<file path="config.mk">
export PLATFORM = sky130hd
export DESIGN_NAME = wb_queue_flat
export DESIGN_NICKNAME = d
export VERILOG_FILES = /design/src/rtl/wb_queue_if.sv /design/src/rtl/wb_queue.sv /design/src/flat_wrapper.sv
export SDC_FILE = /design/constraint.sdc
export NUM_CORES = 1
export LEC_CHECK = 0
export ABC_AREA = 0
export CORE_ASPECT_RATIO = 2
export CORE_MARGIN = 5
export CORE_UTILIZATION = 40
export DETAILED_ROUTE_END_ITERATION = 10
export PLACE_DENSITY_LB_ADDON = 0.3
export SKIP_CTS_REPAIR_TIMING = 1
export SYNTH_ARGS = -nofsm -noshare
export SYNTH_HDL_FRONTEND = slang
export SYNTH_SLANG_ARGS = --single-unit
export TNS_END_PERCENT = 100
</file>
<file path="constraint.sdc">
create_clock -name clk -period 5.31 [get_ports clk]
set_clock_uncertainty 0.05 [all_clocks]
set_input_delay 0.7965 -clock clk [delete_from_list [all_inputs] [get_ports clk]]
set_output_delay 0.7965 -clock clk [all_outputs]
set_load 0.02 [all_outputs]
</file>
<file path="src/rtl/wb_queue_if.sv">
// Writeback queue bus: producer handshake, register-file write port,
// bypass lookup for the two register-file read ports, and occupancy.
// slave  = the queue itself, master = the producer / decode side.
interface wb_queue_if #(
    parameter int DEPTH  = 4,
    parameter int DATA_W = 32,
    parameter int ADDR_W = 3
);
    localparam int CW = $clog2(DEPTH) + 1;

    logic              in_valid;
    logic              in_ready;
    logic [ADDR_W-1:0] in_reg;
    logic [DATA_W-1:0] in_data;
    logic              wb_hold;
    logic              write_en;
    logic [ADDR_W-1:0] write_reg;
    logic [DATA_W-1:0] write_data;
    logic [ADDR_W-1:0] read1_reg;
    logic [ADDR_W-1:0] read2_reg;
    logic              read1_hit;
    logic              read2_hit;
    logic [DATA_W-1:0] read1_fwd;
    logic [DATA_W-1:0] read2_fwd;
    logic [CW-1:0]     count;

    modport slave (
        input  in_valid, in_reg, in_data, wb_hold, read1_reg, read2_reg,
        output in_ready, write_en, write_reg, write_data,
               read1_hit, read2_hit, read1_fwd, read2_fwd, count
    );

    modport master (
        output in_valid, in_reg, in_data, wb_hold, read1_reg, read2_reg,
        input  in_ready, write_en, write_reg, write_data,
               read1_hit, read2_hit, read1_fwd, read2_fwd, count
    );
endinterface

</file>
<file path="src/rtl/wb_queue.sv">
// Writeback queue: buffers results in a DEPTH-entry FIFO and drains them
// in push order as one registered register-file write per cycle.
// Optional feature macro WB_BYPASS_EN: when defined, pending values (FIFO
// entries and the output stage) are forwarded to both read ports; when
// undefined the hit/fwd outputs are tied to zero.
module wb_queue #(
    parameter int DEPTH  = 4,
    parameter int DATA_W = 32,
    parameter int ADDR_W = 3
) (
    input  logic        clk,
    input  logic        rst_n,
    wb_queue_if.slave   bus
);
    // Pointers carry one extra wrap bit to tell full from empty.
    localparam int PW = $clog2(DEPTH) + 1;
    localparam int IW = PW - 1;

    logic [ADDR_W-1:0] mem_reg  [DEPTH];
    logic [DATA_W-1:0] mem_data [DEPTH];

    logic [PW-1:0]     wptr;
    logic [PW-1:0]     rptr;
    logic [PW-1:0]     cnt;
    logic              full;
    logic              empty;
    logic              push;
    logic              pop;

    logic              wr_vld_p1;
    logic [ADDR_W-1:0] wr_reg_p1;
    logic [DATA_W-1:0] wr_data_p1;

    // Stage p0: FIFO occupancy and handshake from registered pointers only
    assign full  = (wptr[PW-1] != rptr[PW-1]) && (wptr[IW-1:0] == rptr[IW-1:0]);
    assign empty = (wptr == rptr);
    assign cnt   = wptr - rptr;
    assign push  = bus.in_valid & ~full;
    assign pop   = ~empty & ~bus.wb_hold;

    assign bus.in_ready = ~full;
    assign bus.count    = cnt;

    // Pointer update; wrap modulo 2*DEPTH falls out of the PW-bit adders.
    always_ff @(posedge clk or negedge rst_n) begin
        if (!rst_n) begin
            wptr <= '0;
            rptr <= '0;
        end else begin
            if (push) wptr <= wptr + PW'(1);
            if (pop)  rptr <= rptr + PW'(1);
        end
    end

    // Entry storage; contents are qualified by the pointers so no reset.
    always_ff @(posedge clk) begin
        if (push) begin
            mem_reg[wptr[IW-1:0]]  <= bus.in_reg;
            mem_data[wptr[IW-1:0]] <= bus.in_data;
        end
    end

    // Stage p1: register-file write port, one strobe per drained entry
    always_ff @(posedge clk or negedge rst_n) begin
        if (!rst_n) begin
            wr_vld_p1  <= 1'b0;
            wr_reg_p1  <= '0;
            wr_data_p1 <= '0;
        end else if (pop) begin
            wr_vld_p1  <= 1'b1;
            wr_reg_p1  <= mem_reg[rptr[IW-1:0]];
            wr_data_p1 <= mem_data[rptr[IW-1:0]];
        end else begin
            wr_vld_p1  <= 1'b0;
        end
    end

    assign bus.write_en   = wr_vld_p1;
    assign bus.write_reg  = wr_reg_p1;
    assign bus.write_data = wr_data_p1;

`ifdef WB_BYPASS_EN
    logic              hit1;
    logic              hit2;
    logic [DATA_W-1:0] fwd1;
    logic [DATA_W-1:0] fwd2;
    logic [IW-1:0]     slot;

    // Bypass lookup: start from the output stage, then walk FIFO entries
    // oldest to youngest so the youngest match overrides everything older.
    always_comb begin
        hit1 = 1'b0;
        hit2 = 1'b0;
        fwd1 = '0;
        fwd2 = '0;
        slot = '0;
        if (wr_vld_p1 && (wr_reg_p1 == bus.read1_reg)) begin
            hit1 = 1'b1;
            fwd1 = wr_data_p1;
        end
        if (wr_vld_p1 && (wr_reg_p1 == bus.read2_reg)) begin
            hit2 = 1'b1;
            fwd2 = wr_data_p1;
        end
        for (int i = 0; i < DEPTH; i++) begin
            slot = rptr[IW-1:0] + IW'(i);
            if (PW'(i) < cnt) begin
                if (mem_reg[slot] == bus.read1_reg) begin
                    hit1 = 1'b1;
                    fwd1 = mem_data[slot];
                end
                if (mem_reg[slot] == bus.read2_reg) begin
                    hit2 = 1'b1;
                    fwd2 = mem_data[slot];
                end
            end
        end
    end

    assign bus.read1_hit = hit1;
    assign bus.read2_hit = hit2;
    assign bus.read1_fwd = fwd1;
    assign bus.read2_fwd = fwd2;
`else
    logic unused_read_idx;

    assign unused_read_idx = ^{bus.read1_reg, bus.read2_reg};
    assign bus.read1_hit   = 1'b0;
    assign bus.read2_hit   = 1'b0;
    assign bus.read1_fwd   = '0;
    assign bus.read2_fwd   = '0;
`endif

endmodule

</file>
<file path="src/flat_wrapper.sv">
// flat-port wrapper written by rule: the top's interface ports become plain ports
module wb_queue_flat 
#(
    parameter int DEPTH  = 4,
    parameter int DATA_W = 32,
    parameter int ADDR_W = 3
)
  (clk, rst_n, bus_in_valid, bus_in_reg, bus_in_data, bus_wb_hold, bus_read1_reg, bus_read2_reg, bus_in_ready, bus_write_en, bus_write_reg, bus_write_data, bus_read1_hit, bus_read2_hit, bus_read1_fwd, bus_read2_fwd, bus_count);
  wb_queue_if #(.DEPTH(DEPTH), .DATA_W(DATA_W), .ADDR_W(ADDR_W)) bus_i ();
  input  logic clk;
  input  logic rst_n;
  input wire logic [$bits(bus_i.in_valid)-1:0] bus_in_valid;
  input wire logic [$bits(bus_i.in_reg)-1:0] bus_in_reg;
  input wire logic [$bits(bus_i.in_data)-1:0] bus_in_data;
  input wire logic [$bits(bus_i.wb_hold)-1:0] bus_wb_hold;
  input wire logic [$bits(bus_i.read1_reg)-1:0] bus_read1_reg;
  input wire logic [$bits(bus_i.read2_reg)-1:0] bus_read2_reg;
  output wire logic [$bits(bus_i.in_ready)-1:0] bus_in_ready;
  output wire logic [$bits(bus_i.write_en)-1:0] bus_write_en;
  output wire logic [$bits(bus_i.write_reg)-1:0] bus_write_reg;
  output wire logic [$bits(bus_i.write_data)-1:0] bus_write_data;
  output wire logic [$bits(bus_i.read1_hit)-1:0] bus_read1_hit;
  output wire logic [$bits(bus_i.read2_hit)-1:0] bus_read2_hit;
  output wire logic [$bits(bus_i.read1_fwd)-1:0] bus_read1_fwd;
  output wire logic [$bits(bus_i.read2_fwd)-1:0] bus_read2_fwd;
  output wire logic [$bits(bus_i.count)-1:0] bus_count;
  assign bus_i.in_valid = bus_in_valid;
  assign bus_i.in_reg = bus_in_reg;
  assign bus_i.in_data = bus_in_data;
  assign bus_i.wb_hold = bus_wb_hold;
  assign bus_i.read1_reg = bus_read1_reg;
  assign bus_i.read2_reg = bus_read2_reg;
  assign bus_in_ready = bus_i.in_ready;
  assign bus_write_en = bus_i.write_en;
  assign bus_write_reg = bus_i.write_reg;
  assign bus_write_data = bus_i.write_data;
  assign bus_read1_hit = bus_i.read1_hit;
  assign bus_read2_hit = bus_i.read2_hit;
  assign bus_read1_fwd = bus_i.read1_fwd;
  assign bus_read2_fwd = bus_i.read2_fwd;
  assign bus_count = bus_i.count;
  wb_queue #(.DEPTH(DEPTH), .DATA_W(DATA_W), .ADDR_W(ADDR_W)) u_core (.clk(clk), .rst_n(rst_n), .bus(bus_i));
endmodule
</file>
==> results of run 1 <==
cell families after synthesis:
logic type                 Yosys count
and+or+nand+nor                      7
DFF                                182
adders and majority gates            8
other                                1
xor gates and xnor gates             7
AOI/OAI and AO/OA                    4
muxes                               72
buffers and inverters               83
worst max-delay path: stages (launching register included):
cell and delay (ns):
dfrtp_2 0.34, buf_4 0.47, inv_1 0.17, ha_1 0.31, and2_1 0.31, nand2_1 0.15
clkdlybuf4s50_1 0.58
per-stage QoR:
step / worst slack (ns) / power, mW
2_1_floorplan: 1.55 / 3.56
3_3_place_gp: 2.03 / 4.12
3_5_place_dp: 1.96 / 4.18
4_1_cts: 1.62 / 5.39
5_1_grt: 1.52 / 5.57
6_report: 1.71 / 5.30
placed cells by master, fill, tap and decap left out, types with 6 or more instances in the layout:
cell type / Yosys / final
edfxtp_1: 140 / 140
clkdlybuf4s50_1: 0 / 77
conb_1: 1 / 66
dfrtp_1: 42 / 40
mux4_2: 29 / 29
mux2_4: 29 / 29
clkbuf_16: 0 / 17
mux2_2: 8 / 8
ha_1: 7 / 7
mux4_1: 6 / 6
routing by layer:
| layer | vias to the layer above | wire, um |
|---|---|---|
| met4 | 0 | 207 |
| met2 | 114 | 7520 |
| met3 | 15 | 701 |
| met1 | 1677 | 4800 |
| met5 | - | 0 |
| li1 | 1442 | - |
layout make-up:
cell class	count	area [um2]
flip-flops and latches	182	5260
multi-input cells	164	1840
clock inverters	14	138
repair buffers	83	813
well taps	216	270
clock buffers	18	429
inverters	5	18.8
fillers	1534	9630
worst max-delay path by stage:
stage                                       end  slack [ns]  cells after the start
5_1_grt                            bus_in_ready        1.52                      6
6_report                           bus_in_ready        1.71                      6
3_3_place_gp   u_core.mem_data[0][20]$_DFFE_PP_        2.03                      6
2_1_floorplan   u_core.mem_data[3][0]$_DFFE_PP_        1.55                      6
4_1_cts                            bus_in_ready        1.62                      6
3_5_place_dp   u_core.mem_data[1][15]$_DFFE_PP_        1.96                      6
power by group through the flow:
stage	combinational (mW)	sequential (mW)	clock [mW]
4_1_cts	2.00	2.16	1.23
3_5_place_dp	1.99	2.18	0
2_1_floorplan	1.25	2.31	0
3_3_place_gp	1.96	2.16	0
5_1_grt	2.09	2.19	1.29
6_report	1.94	2.15	1.21
==> results.md, run 1 <==
- Outcome: finished, final reports clean
- Initial cell density of the core: 40.7%
- PortBufs: slightly below 80
- Final Setup Violations: 0
- Crit path DAT: about 2.8 ns
- Synth Flop Type: edfxtp_1
- Compound-Gate Fraction of Synth Area: less than 1%
- H-tree Lvls: 4
- Synth top cells by count: edfxtp_1 (140), buf_4 (67), dfrtp_1 (42)
- Crit path from: u_core.rptr[1]$_DFFE_PN0P_
- Initial antenna violation count: 0
- Largest net degree at the start of global routing: 43
- Final min period: 3.60 ns
- Register share of total power: between 40% and 50%
- Fmax: around 0.28 GHz
- Layer with the highest usage: met2
- Fin util: a little under half
- Leak pwr: between 3 and 4 nW
- Actual slew at the worst max-slew pin: a little over 1 ns
- Inserted Diodes: 0
- Clk network pwr share: between 20 and 25%
- Synthesized area: around 0.0075 mm2
- Max reg flops: approximately 130
- Vias: between 3000 and 4000
- Total GRT Usage: between 10% and 20%
- Clock latency on the worst-skew pair: 0.42 ns
- Fraction of the mapped netlist area in adder cells: 1.44%
- Switch Pwr: roughly 1.6 mW
- M1 GR Usage: between 10 and 15%
- Design Area, Final: ~0.009 mm2
- Max_slew headroom: between 30% and 40%
- Hold Slack: approximately 0.41 ns
- WL per Instance: ~19 um
- Vias/cell: 4.76
- Reg2reg start: u_core.rptr[1]$_DFFE_PN0P_
- Pwr dens: roughly 600 mW/mm2
- Mux cell area share after synthesis: around 18%
- Die Width: 107 um
- Clock buffer depth: 2
- Vias in the first global route: around 3500
- Req. time, crit path: between 4 and 5 ns
- Mapped Cells: ~360
- Final setup TNS: 0 ns
- MaxCap Viol Count: 0
- Startpoint types: flop
- Top cells by area, synth: edfxtp_1 (56%), dfrtp_1 (14%), mux4_2 (8.7%)
- Worst hold path type: in2async
- Critical path class: reg2out
- Comb power frac: 36.7%
- Clk sinks: about 180
- Final slew viol count: 0
- Synth area leader: edfxtp_1
- Hpwl dp: a little over 8 mm
- Nets: around 510
- Synth top area share: between 50% and 60%
- Placed insts: 650
- CP endpoint kind: output port
- Post-synth EDFFs: 140
- DRC Markers: 0
- Sequential fraction of the synthesis area: a little over two thirds
- Internal Dissipation: around 3.7 mW
- Final ANT Viol Nets: 0
- Core area: ~0.018 mm2
- Post-Synth Simple-Gate Area: less than 1%
- Finished Layout Cells: roughly 680
- FF-to-FF End: u_core.mem_data[2][15]$_DFFE_PP_
- Sw frac: a little under a third
- Cell Rows: 70
- IO Pins: approximately 150
- Met3 global-route usage: between 3 and 4%
- CTS tree: built
- Synth cell types: 25
- Syn-to-layout area delta: 17.2%
- GR Overflow Total: 0
- Worst reg2reg path depth: 6
- Drt pass-1 iters: 4
- Xor and xnor area share after synthesis: 0.820%
- Worst vdd ir: between 0.2 and 0.25 mV
- Layout cells sized above 1: a little under a quarter
- Inserted Clock Buffers: 17
- Met2 Track Usage GR: about 23%
- Async SR Flop Fraction: 23.1%
- #FFs+latches synth: 182
- Reg clk slew, reported paths: 0.07 ns
- RSZ-0062 raised after global routing: no
- Global-route wire length before repair: approximately 20 mm
- CTS Root Cell: clkbuf_16
- DP Area: about 0.0082 mm2
- Hold Vio Cnt, Final: 0
- R2R Setup Slk: around 2 ns
- Syn Area/Cell: about 21 um2
- Initial DRC Count: 115
- Synth warn: 0
- Final period utilization: slightly below 70%
- Routability cong.: between 0.7 and 0.8
- Largest family of logic cells by synthesized area: multiplexers
- Total Wirelength: around 13 mm
- Worst-path maximum fanout: 38
- Die area: roughly 0.022 mm2
- Die Ht: approximately 200 um
- Top-count cell post-synth: edfxtp_1
(Power assumes the default switching activity.)
==> run 2, diff against run 1 <==
==> constraint.sdc (replaced) <==
create_clock -name clk -period 3.8 [get_ports clk]
set_clock_uncertainty 0.05 [all_clocks]
set_input_delay 0.57 -clock clk [delete_from_list [all_inputs] [get_ports clk]]
set_output_delay 0.57 -clock clk [all_outputs]
set_load 0.02 [all_outputs]
==> results.md, run 2 (synthesis gave the netlist of run 1 again) <==
- Req. time, crit path: 3.18 ns (-1.28 ns)
- Switch Pwr: 2.31 mW (+41%)
- Core area: 0.0184 mm2 (unchanged)
- Clock buffer depth: 2 (unchanged)
- Clk network pwr share: 22.8% (about the same)
- Fin util: 48.1% (+0.45 points)
- Global-route wire length before repair: 20.6 mm (+1.6%)
- Final slew viol count: 0 (unchanged)
- Leak pwr: 3.29 nW (+1.7%)
- CP endpoint kind: output port
- Initial cell density of the core: 40.7% (unchanged)
- Initial antenna violation count: 0 (unchanged)
- Routability cong.: 0.723 (-2.6%)
- Placed insts: 656 (+0.92%)
- Design Area, Final: 0.00885 mm2 (+0.94%)
- Crit path DAT: 2.42 ns (-0.33 ns)
- Worst hold path type: in2async
- Comb power frac: 37.2% (+0.5 points)
- Fmax: 0.329 GHz
- Syn-to-layout area delta: 18.3%
- Actual slew at the worst max-slew pin: 0.757 ns (-0.251 ns)
- Pwr dens: 845 mW/mm2 (+40%)
- MaxCap Viol Count: 0 (unchanged)
- Cells along the critical path: inv_1, ha_1, inv_1, fa_1, xnor2_1, clkdlybuf4s50_1
- Slowest Stage Delay on Critical Path: 0.65 ns (+0.07 ns)
- Critical path depth: 6 (unchanged)
- CP bufs+invs: 3 (unchanged)
- Inserted Diodes: 0 (unchanged)
- Max reg flops: 128 (unchanged)
- Critical path class: reg2out
- Fill cells: 1531 (-0.20%)
- Register share of total power: 40.1% (-0.5 points)
- Outcome: finished, final reports clean
- Crit path max-delay family: buffers and inverters
- Crit path from: u_core.wptr[0]$_DFFE_PN0P_
- Startpoint types: flop
- Max_slew headroom: 49.6% (+17 points)
- Reg2reg start: u_core.wptr[0]$_DFFE_PN0P_
- Internal Dissipation: 5.17 mW (+41%)
- Total Wirelength: 13.3 mm (+0.25%)
- Sw frac: 30.9% (+0.074 points)
- Worst reg2reg path depth: 6 (unchanged)
- Vias in the first global route: 3578 (+1.4%)
- Vias/cell: 4.78 (+0.47%)
- Final period utilization: between 80 and 90%
- Commonest non-fill, non-tap cells in the layout: edfxtp_1 (140), clkdlybuf4s50_1 (77), conb_1 (66)
- Layout cells sized above 1: 24.8% (+1.4 points)
- Die Width: 107 um (unchanged)
- Clk sinks: 182 (unchanged)
- Nets: 512 (+1.2%)
- IO Pins: 151 (unchanged)
- Met2 Track Usage GR: 23.4% (+0.18 points)
- Total GRT Usage: 12.8% (+0.16 points)
- Drt pass-1 iters: 6 (+2)
- Worst path slowest cell: clkdlybuf4s50_1
- CTS Root Cell: clkbuf_16
- Die area: 0.0217 mm2 (unchanged)
- Cell Rows: 70 (unchanged)
- Vias: 3292 (+1.4%)
- Initial DRC Count: 144 (+25%)
- RSZ-0062 raised after global routing: no
- GR Overflow Total: 0 (unchanged)
- Finished Layout Cells: 688 (+0.88%)
- Die Ht: 203 um (unchanged)
- PnR Total Power: 7.48 mW (+41%)
- M1 GR Usage: 14.0% (+0.21 points)
- Final Setup Violations: 0 (unchanged)
- Clock latency on the worst-skew pair: 0.42 ns (about the same)
- CTS tree: built
- Reg clk slew, reported paths: 0.07 ns (about the same)
- Largest net degree at the start of global routing: 38 (-12%)
- DP Area: 0.00827 mm2 (+0.85%)
- H-tree Lvls: 4 (unchanged)
- Inserted Clock Buffers: 17 (unchanged)
- Worst vdd ir: 0.338 mV (+48%)
- Met3 global-route usage: 3.64% (+0.25 points)
- Final setup TNS: 0 ns (unchanged)
- Crit path top cell by count: inv_1
- PortBufs: 78 (unchanged)
- Final ANT Viol Nets: 0 (unchanged)
- Most common cell after layout, fill and taps aside: edfxtp_1
- Worst-path maximum fanout: 4 (-89%)
- DRC Markers: 0 (unchanged)
- Layer with the highest usage: met2
- Hold Vio Cnt, Final: 0 (unchanged)
- Hpwl dp: 8.59 mm (+3.3%)
- WL per Instance: 19.3 um (-0.62%)
- Final min period: 3.04 ns
-- run 2: metrics by stage --
| stage | hold WS [ns] | worst slack [ns] |
|---|---|---|
| final | 0.0829 | 0.756 |
| after global routing | 0.102 | 0.593 |
| after CTS | 0.0841 | 0.705 |
| after detailed placement | 0.447 | 1.04 |
| after global placement | 0.443 | 1.08 |
| after floorplan | 0.224 | 0.0378 |
-- run 2: final timing paths --
path                                                         endpoint  slack (ns)
max in group asynchronous       u_core.bus.write_data[24]$_DFFE_PN0P_        2.86
worst max-delay path                                     bus_count[2]        0.76
worst max register to register        u_core.mem_data[1][9]$_DFFE_PP_        1.08
worst min-delay path             u_core.bus.write_data[2]$_DFFE_PN0P_        0.08
worst min register to register  u_core.bus.write_data[19]$_DFFE_PN0P_        0.46
min in group clk                u_core.bus.write_data[19]$_DFFE_PN0P_        0.46
-- run 2: routing by layer --
| metal | wire [um] | up-vias | part of all wire, % |
|---|---|---|---|
| met2 | 7580 | 105 | 57 |
| met3 | 668 | 14 | 5.0 |
| li1 | - | 1449 | - |
| met1 | 4800 | 1724 | 36 |
| met4 | 206 | 0 | 1.6 |
| met5 | 0 | - | 0 |
-- run 2: area by class of cell --
| class | count | area [um2] | share of cell area, % |
|---|---|---|---|
| Clock inverter | 15 | 154 | 1.74 |
| Multi-Input combinational cell | 164 | 1840 | 20.8 |
| Timing Repair Buffer | 89 | 883 | 9.98 |
| Sequential cell | 182 | 5260 | 59.4 |
| Inverter | 5 | 18.8 | 0.212 |
| Tap cell | 216 | 270 | 3.05 |
| Clock buffer | 17 | 425 | 4.81 |
-- run 2: power groups by stage --
stage               combinational [mW]  sequential (mW)  clock [mW]
floorplan                         1.74             3.23           0
global placement                  2.79             3.02           0
detailed placement                2.85             3.04           0
CTS                               2.85             3.01        1.75
global route                      2.99             3.06        1.83
finish                            2.78             3.00        1.70
==> run 3, diff against run 2 <==
==> constraint.sdc (replaced) <==
create_clock -name clk -period 2.6 [get_ports clk]
set_clock_uncertainty 0.05 [all_clocks]
set_input_delay 0.39 -clock clk [delete_from_list [all_inputs] [get_ports clk]]
set_output_delay 0.39 -clock clk [all_outputs]
set_load 0.02 [all_outputs]
==> results.md, run 3 (synthesis gave the netlist of run 1 again) <==
- Layer with the highest usage: met2
- Layout cells sized above 1: 22.9% (-1.9 points)
- Internal Dissipation: 7.47 mW (+44%)
- Actual slew at the worst max-slew pin: 0.745 ns (-0.0117 ns)
- GR Overflow Total: 0 (unchanged)
- PortBufs: 78 (unchanged)
- Leak pwr: 3.29 nW (-0.26%)
- MaxCap Viol Count: 0 (unchanged)
- Hold Slack: 0.465 ns (+0.382 ns)
- Worst-path maximum fanout: 4 (unchanged)
- Outcome: finished, final reports clean
- Multi-input logic area: 0.00184 mm2 (unchanged)
- Initial cell density of the core: 40.7% (unchanged)
- Startpoint types: flop
- Initial DRC Count: 139 (-3.5%)
- Clock latency on the worst-skew pair: 0.42 ns (about the same)
- Vias/cell: 4.78 (about the same)
- Initial antenna violation count: 1 (+1)
- Fill cells: 1535 (+0.26%)
- Clock buffer depth: 2 (unchanged)
- PnR Total Power: 10.8 mW (+44%)
- Drt pass-1 iters: 4 (-2)
- Core area: 0.0184 mm2 (unchanged)
- Crit path capture: bus_count[2]
- Reg clk slew, reported paths: 0.06 ns (about the same)
- R2R Setup Slk: 0.22 ns (-0.86 ns)
- IO Pins: 151 (unchanged)
- Worst vdd ir: 0.523 mV (+54%)
- Req. time, crit path: 2.16 ns (-1.02 ns)
- Largest net degree at the start of global routing: 39 (+2.6%)
- Pwr dens: 1220 mW/mm2 (+44%)
- Max_slew headroom: 50.3% (+0.78 points)
- Total GRT Usage: 13.1% (+0.26 points)
- Hpwl dp: 8.40 mm (-2.2%)
- Clk sinks: 182 (unchanged)
- Comb power frac: 37.6% (+0.4 points)
- FF-to-FF End: u_core.mem_data[0][5]$_DFFE_PP_
- Register area: 0.00526 mm2 (unchanged)
- CP endpoint kind: output port
- Final setup TNS: 0 ns (unchanged)
- Slack of the critical path: 0.169 ns (-0.587 ns)
- Syn-to-layout area delta: 18.3% (about the same)
- H-tree Lvls: 4 (unchanged)
- WL per Instance: 19.7 um (+2.4%)
- Worst slack, placed: 0.198 ns (-0.842 ns)
- Max reg flops: 128 (unchanged)
- Final slew viol count: 0 (unchanged)
- M1 GR Usage: 13.3% (-0.74 points)
- Final Setup Violations: 0 (unchanged)
- Die Width: 107 um (unchanged)
- Most common cell after layout, fill and taps aside: edfxtp_1
- Register share of total power: 40.6% (+0.5 points)
- Total Wirelength: 13.6 mm (+2.4%)
- Vias in the first global route: 3663 (+2.4%)
- Die Ht: 203 um (unchanged)
- Commonest non-fill, non-tap cells in the layout: edfxtp_1 (140), clkdlybuf4s50_1 (74), conb_1 (66)
- Hold Vio Cnt, Final: 0 (unchanged)
- Design Area, Final: 0.00885 mm2 (about the same)
- Reg2reg start: u_core.wptr[0]$_DFFE_PN0P_
- Met3 global-route usage: 3.36% (-0.29 points)
- RSZ-0062 raised after global routing: no
- Worst hold path type: reg2reg
- Fmax: between 0.4 and 0.5 GHz
- DRC Markers: 0 (unchanged)
- Routability cong.: 0.692 (-4.2%)
- Crit path DAT: 1.99 ns (-0.43 ns)
- Final period utilization: between 90 and 100%
- Worst reg2reg path depth: 6 (unchanged)
- Vias: 3289 (-0.091%)
- DP Area: 0.00829 mm2 (+0.27%)
- Clk network pwr share: 21.7% (-1.1 points)
- Die area: 0.0217 mm2 (unchanged)
- Nets: 511 (-0.20%)
- Inserted Clock Buffers: 17 (unchanged)
- Critical path class: reg2out
- Sw frac: 30.8% (-0.053 points)
- Final min period: 2.43 ns
- CTS tree: built
- Final ANT Viol Nets: 0 (unchanged)
- CTS Root Cell: clkbuf_16
- Switch Pwr: 3.33 mW (+44%)
- Cell Rows: 70 (unchanged)
- Crit path from: u_core.wptr[0]$_DFFE_PN0P_
- Met2 Track Usage GR: 24.5% (+1.1 points)
- Global-route wire length before repair: 20.8 mm (+1.2%)
==> run 3: layout make-up <==
| cell class | instances | share of cell area, % |
|---|---|---|
| Tap cell | 216 | 3.05 |
| Clock buffer | 21 | 5.09 |
| Inverter | 5 | 0.212 |
| Clock inverter | 11 | 0.948 |
| Sequential cell | 182 | 59.4 |
| Timing Repair Buffer | 88 | 10.4 |
| Antenna cell | 1 | 0.0283 |
| Multi-Input combinational cell | 164 | 20.8 |
==> run 3: worst min path at each step <==
stage                                                      from                               endpoint  slack (ns)  cells after the start
after floorplan                                           rst_n   u_core.bus.write_data[0]$_DFFE_PN0P_        0.04                      0
after global placement                                    rst_n  u_core.bus.write_data[12]$_DFFE_PN0P_        0.40                      1
after detailed placement                                  rst_n   u_core.bus.write_data[9]$_DFFE_PN0P_        0.40                      1
after CTS                                                 rst_n  u_core.bus.write_data[14]$_DFFE_PN0P_       -0.05                      1
after global routing      u_core.bus.write_data[24]$_DFFE_PN0P_  u_core.bus.write_data[24]$_DFFE_PN0P_        0.47                      1
final                     u_core.bus.write_data[24]$_DFFE_PN0P_  u_core.bus.write_data[24]$_DFFE_PN0P_        0.46                      1
==> run 3: per-stage QoR <==
stage                     cells  utilization, %
after floorplan             429               -
after detailed placement    654            45.1
final                       688            48.1
after global routing        688            48.1
after CTS                   686            48.0
after global placement      654            45.1
==> run 3: power groups by stage <==
stage	clock [mW]	sequential, mW	combinational [mW]
2_1_floorplan	0	4.70	2.58
3_3_place_gp	0	4.41	4.10
3_5_place_dp	0	4.45	4.17
4_1_cts	2.40	4.41	4.18
5_1_grt	2.53	4.47	4.34
6_report	2.35	4.39	4.06
==> run 3: per-layer routing <==
layer  up-vias  share of wire [%]
met5         -                  0
met2        98                 57
met3        19                4.8
met1      1717                 36
met4         0                2.1
li1       1455                  -
==> run 3: critical path: stages (launching register included) <==
cell and delay, ns:
dfrtp_1 0.40, inv_1 0.15, ha_1 0.18, inv_1 0.05, fa_1 0.37, xnor2_1 0.17, dlymetal6s2s_1 0.25
